<file path="src/rtl/cbus_rr_arbiter.sv">
// cbus_rr_arbiter: N-way round-robin arbiter in front of the single shared
// cbus port. One transaction is granted at a time and the grant is held until
// the final (ready && last) beat; the response is steered only to the owner.
//
// Flattened bus layout (requester i occupies slice [i*W +: W]):
//   request  (REQ_W = 79):  [78] valid, [77] is_write, [76:74] size,
//                           [73:42] addr, [41:38] strobe, [37:6] data,
//                           [5:2] len, [1:0] burst
//   response (RESP_W = 34): [33] ready, [32] last, [31:0] data
module cbus_rr_arbiter #(
    parameter int N_REQ  = 2,
    parameter int IDX_W  = (N_REQ > 1) ? $clog2(N_REQ) : 1,
    parameter int REQ_W  = 79,
    parameter int RESP_W = 34
) (
    input  logic                      clk,
    input  logic                      reset,
    input  logic [N_REQ*REQ_W-1:0]    ireqs,
    output logic [N_REQ*RESP_W-1:0]   iresps,
    output logic [REQ_W-1:0]          oreq,
    input  logic [RESP_W-1:0]         oresp,
    output logic                      busy,
    output logic [IDX_W-1:0]          grant_idx,
    output logic [N_REQ*32-1:0]       grant_cnt
);

    localparam int REQ_VALID_BIT  = REQ_W - 1;
    localparam int RESP_READY_BIT = RESP_W - 1;
    localparam int RESP_LAST_BIT  = RESP_W - 2;

    typedef enum logic {
        IDLE = 1'b0,
        BUSY = 1'b1
    } state_t;

    state_t             state_reg, state_next;
    logic [IDX_W-1:0]   ptr_reg, ptr_next;
    logic [IDX_W-1:0]   grant_idx_reg, grant_idx_next;
    logic [IDX_W-1:0]   chosen_idx;
    logic               any_valid;
    logic               complete;

    logic [N_REQ-1:0]   req_valid;
    logic [REQ_W-1:0]   req_arr [N_REQ];

    // Valid bits rotated so that bit 0 is the requester at ptr.
    logic [2*N_REQ-1:0] rot_wide;
    logic [N_REQ-1:0]   rot_valid;
    logic [N_REQ:0]     seen_chain;
    logic [IDX_W-1:0]   off_chain [N_REQ+1];
    logic [IDX_W:0]     chosen_sum;

    // Unpack the flattened request bus into per-requester words.
    for (genvar gi = 0; gi < N_REQ; gi++) begin : g_unpack
        assign req_arr[gi]   = ireqs[gi*REQ_W +: REQ_W];
        assign req_valid[gi] = ireqs[gi*REQ_W + REQ_VALID_BIT];
    end

    // Round-robin search: rotate by ptr, pick the first set bit, rotate back.
    assign rot_wide  = {req_valid, req_valid} >> ptr_reg;
    assign rot_valid = rot_wide[N_REQ-1:0];

    assign seen_chain[0] = 1'b0;
    assign off_chain[0]  = '0;
    for (genvar gi = 0; gi < N_REQ; gi++) begin : g_prio
        assign seen_chain[gi+1] = seen_chain[gi] | rot_valid[gi];
        assign off_chain[gi+1]  = off_chain[gi] |
                                  ((rot_valid[gi] && !seen_chain[gi]) ? IDX_W'(gi) : '0);
    end

    assign any_valid  = seen_chain[N_REQ];
    assign chosen_sum = {1'b0, ptr_reg} + {1'b0, off_chain[N_REQ]};
    assign chosen_idx = (chosen_sum >= (IDX_W+1)'(N_REQ))
                        ? IDX_W'(chosen_sum - (IDX_W+1)'(N_REQ))
                        : IDX_W'(chosen_sum);

    assign busy     = (state_reg == BUSY);
    assign complete = busy && oresp[RESP_READY_BIT] && oresp[RESP_LAST_BIT];

    // State, pointer and grant registers; reset takes effect immediately.
    always_ff @(posedge clk or negedge reset) begin
        if (!reset) begin
            state_reg     <= IDLE;
            ptr_reg       <= '0;
            grant_idx_reg <= '0;
        end else begin
            state_reg     <= state_next;
            ptr_reg       <= ptr_next;
            grant_idx_reg <= grant_idx_next;
        end
    end

    // Next-state: grant from IDLE, release on the final beat and advance ptr.
    always_comb begin
        state_next     = state_reg;
        ptr_next       = ptr_reg;
        grant_idx_next = grant_idx_reg;
        case (state_reg)
            IDLE: begin
                if (any_valid) begin
                    grant_idx_next = chosen_idx;
                    state_next     = BUSY;
                end
            end
            BUSY: begin
                if (complete) begin
                    state_next = IDLE;
                    ptr_next   = (grant_idx_reg == IDX_W'(N_REQ - 1))
                                 ? '0 : grant_idx_reg + IDX_W'(1);
                end
            end
            default: state_next = IDLE;
        endcase
    end

    assign grant_idx = grant_idx_reg;

    // Pass the owner's request through while busy; drive zero otherwise.
    always_comb begin
        oreq = '0;
        if (busy) begin
            oreq = req_arr[grant_idx_reg];
        end
    end

    // Response steering and per-requester saturating completion counters.
    for (genvar gi = 0; gi < N_REQ; gi++) begin : g_port
        logic [31:0] cnt_reg;
        logic        owner;

        assign owner = busy && (grant_idx_reg == IDX_W'(gi));
        assign iresps[gi*RESP_W +: RESP_W] = owner ? oresp : '0;
        assign grant_cnt[gi*32 +: 32]      = cnt_reg;

        // Count completed transactions, holding at the all-ones value.
        always_ff @(posedge clk or negedge reset) begin
            if (!reset) begin
                cnt_reg <= '0;
            end else if (complete && owner && (cnt_reg != '1)) begin
                cnt_reg <= cnt_reg + 32'd1;
            end
        end
    end

endmodule

</file>
<file path="config.mk">
export PLATFORM = sky130hd
export DESIGN_NAME = cbus_rr_arbiter
export DESIGN_NICKNAME = d
export VERILOG_FILES = /design/src/rtl/cbus_rr_arbiter.sv
export SDC_FILE = /design/constraint.sdc
export NUM_CORES = 1
export LEC_CHECK = 0
export ABC_AREA = 1
export BUFFER_PORTS_ARGS = -buffer_cell sky130_fd_sc_hd__buf_2
export CORE_AREA = 2 2 157 159
export DETAILED_ROUTE_END_ITERATION = 16
export DIE_AREA = 0 0 159 161
export MAX_ROUTING_LAYER = met4
export PLACE_DENSITY = 0.5
export SYNTH_ARGS = -nofsm -noshare
export SYNTH_HDL_FRONTEND = slang
export SYNTH_SLANG_ARGS = --single-unit
</file>
<file path="constraint.sdc">
create_clock -name clk -period 1.95 [get_ports clk]
set_input_delay 0.2925 -clock clk [delete_from_list [all_inputs] [get_ports clk]]
set_output_delay 0.2925 -clock clk [all_outputs]
set_load 0.02 [all_outputs]
</file>
==> results_dict.tcl <==
set metrics [dict create \
    slew_violations 0 \
    synth.ff_latch_count 67 \
    crit_cells 7 \
    fillers 2748 \
    die_h_um 161 \
    crit_required_ps 1660 \
    synth_edf_count 0 \
    initial_core_util_pct 24.81 \
    clock_latency_ps 340 \
    drc_errors 0 \
    gp_congestion 0.9307 \
    syn_to_final_growth_pct 55.05 \
    stdcell_area_sq_um 9219 \
    cp.arrival_ps 1640 \
    ys_async_sr_fraction_pct 100.0 \
    drv_cap 0 \
    cts_tree "built" \
    r2r_slack_ps 140 \
    synth_top_area_cell "nand2_1" \
    cp-start-kind "flop" \
    worst_slew_pin_slew_ps 444.1 \
    fin_ws_ps 18.98 \
    clock.fmax_mhz 517.9 \
    hold_viol 0 \
    place_ws_ps 201.5 \
    end_kind "output pin" \
    powerDensity_nw_per_um2 754.3 \
    cp_common_cell "nand2_1" \
    die_area_sq_um 25600 \
    grtUsageTotal_pct 26.68 \
    reg2reg_depth 9 \
    vias_per_cell 4.564 \
    netlist_instances 1069 \
    critPathMaxStageDelay_ps 440 \
    io-pin-count 407 \
    drt-pass1-iter-count 5 \
    num-nets-final 1686 \
    crit_type "reg -> out" \
    drive_above_1_share_pct 33.44 \
    std_cell_rows 57 \
    die-width_um 159 \
    placed_area_sq_um 8486 \
    via_count 8370 \
    clock-sinks 67 \
    ant_nets 0 \
    vdd_ir_drop_max_mv 0.4104 \
    grt_pass1_vias 7790 \
    finalCritPeriodShare_pct 99.03 \
    worstPathMaxFanout 18 \
    cts_buffers 9 \
    yosys_warnings 0 \
    syn_area_sq_um 5946 \
    path_delay_family "buffers and inverters" \
    ys.flop_type "dfrtp_1" \
    io_buffers 406 \
    status "completed" \
    clk_pin_slew_ps 60 \
    antenna_found_initial 16 \
    wirelength_um 34600 \
    synthDistinctLibCells 30 \
    yosys-top-cells-area "nand2_1, dfrtp_1, nor2_1" \
    avgSynthCellArea_sq_um 5.562 \
    initialDrtViolationCount 531 \
    post_drt_wl_per_cell_um 18.86 \
    holdPathStages 3 \
    root_buffer "clkbuf_16" \
    largest_reg_flops 64 \
    cp_cell_sequence "nand2_2, inv_6, buf_12, clkbuf_16, nand2_1, nand2_1, buf_2" \
    final-setup-viol-count 0 \
    dp_hpwl_um 27280 \
    crit_path_top_delay_cell "dfrtp_2" \
    grt-ovfl-total 0 \
    rsz0062_at_grt "yes" \
    grt_max_degree 68 \
    finClkSkew_ps 10.36 \
    synth_nets 1265 \
    crit_buf_inv 4 \
    grt_pass1_wl_um 49600 \
    htree_levels 3 \
    cts_buffer_depth 2 \
    finalCriticalPeriod_ps 1931 \
    core-area_sq_um 23960 \
    synth_top_area_share_pct 31.44 \
    timing.slew.headroom_pct 70.16 \
    leakage_nw 5.385 \
    seq_area_frac_synth_pct 28.20 \
    hp-class "in -> reg" \
]
-- timing repair --
action / 4_1_cts / 5_1_grt
hold buffers: 1 / 0
hold endpoints to repair: 16 / 0
cloned: 4 / 2
setup endpoints to repair: 47 / 104
gates resized for setup: 10 / 48
setup buffers: 3 / 2
-- report_power, final --
group | switching (mW) | internal [mW] | total (mW)
logic | 2.36 | 1.24 | 3.60
registers | 0.101 | 1.47 | 1.57
clock network | 0.660 | 1.12 | 1.78
-- final cells by class --
class / count / area [sq um] / share of cell area (%)
multi-input cells: 863 / 3726 / 40.42
repair buffers: 452 / 2681 / 29.09
flip-flops and latches: 67 / 1679 / 18.21
well taps: 324 / 405.4 / 4.397
inverters: 97 / 379.1 / 4.112
clock buffers: 11 / 232.7 / 2.524
clock inverters: 5 / 77.57 / 0.8415
diodes: 15 / 37.54 / 0.4072
-- per-layer routing --
layer	track usage, %	vias to the layer above	part of all wire (%)
li1	-	4140	-
met1	35.07	3841	44
met2	38.40	360	42
met3	11.50	29	11
met4	4.793	0	1.8
met5	-	-	0
-- per-stage QoR --
stage | TNS (ps) | util, % | hold WS [ps] | total power [mW] | std cells
after CTS | -981.6 | 37.53 | 240.8 | 6.814 | 1815
after detailed placement | 0 | 35.41 | 356.4 | 4.806 | 1791
after global routing | -539.5 | 38.47 | 266.9 | 7.309 | 1834
final | 0 | 38.47 | 241.2 | 6.954 | 1834
after global placement | 0 | 35.41 | 351.3 | 4.817 | 1791
after floorplan | 0 | - | -3.091 | 3.398 | 1069
-- synth_stat cells (3+ instances only) --
cell type  instances
nand2_1          498
nor2_1           174
xor2_1            15
clkbuf_1          24
buf_2              5
nor3_1             3
nand3b_1           4
inv_1             91
dfrtp_1           67
nand3_1          116
xnor2_1            8
buf_6              5
o21ai_0            6
buf_1              4
buf_4              4
nor2_2             3
nand4_1           12
inv_2              5
nor2_4             3
nand2_2            5
o21ai_1            3
-- worst min-delay path, cell delays in order --
cell    delay (ps)
buf_2           90
nor3_1          60
nor2_1          80
-- path summary, 6_finish.rpt --
path / startpoint / end
worst max register to register: busy / g_port[0].cnt_reg[3]
worst min-delay path: ireqs[78] / busy
max in group asynchronous: reset / busy
worst max-delay path: grant_idx / oreq[43]
worst min register to register: ptr_reg / ptr_reg
min in group asynchronous: reset / g_port[1].cnt_reg[11]
-- layout by cell type, fill, tap and decap left out, drive strengths merged --
master / count
clkbuf: 21
ha: 2
nand3: 116
nand2: 505
inv: 97
clkinvlp: 1
xnor2: 8
nor3: 3
and2: 2
diode: 15
o21ai: 9
a21oi: 2
dfrtp: 67
nand3b: 4
nand4: 12
dlygate4sd3: 1
o22ai: 1
o32ai: 1
buf: 441
xor2: 15
clkinv: 2
nor2: 182
o21bai: 1
bufinv: 2
-- kinds of logic after synthesis --
kind of cell / share of synthesized area (%)
flip-flops: 28.20
AO/OA/AOI/OAI: 1.305
AND/OR/NAND/NOR: 56.88
buffers and inverters: 9.806
adder cells (fa/ha/maj): 0.4208
XOR/XNOR: 3.388
Note: power is estimated with default switching activity, not from simulation.
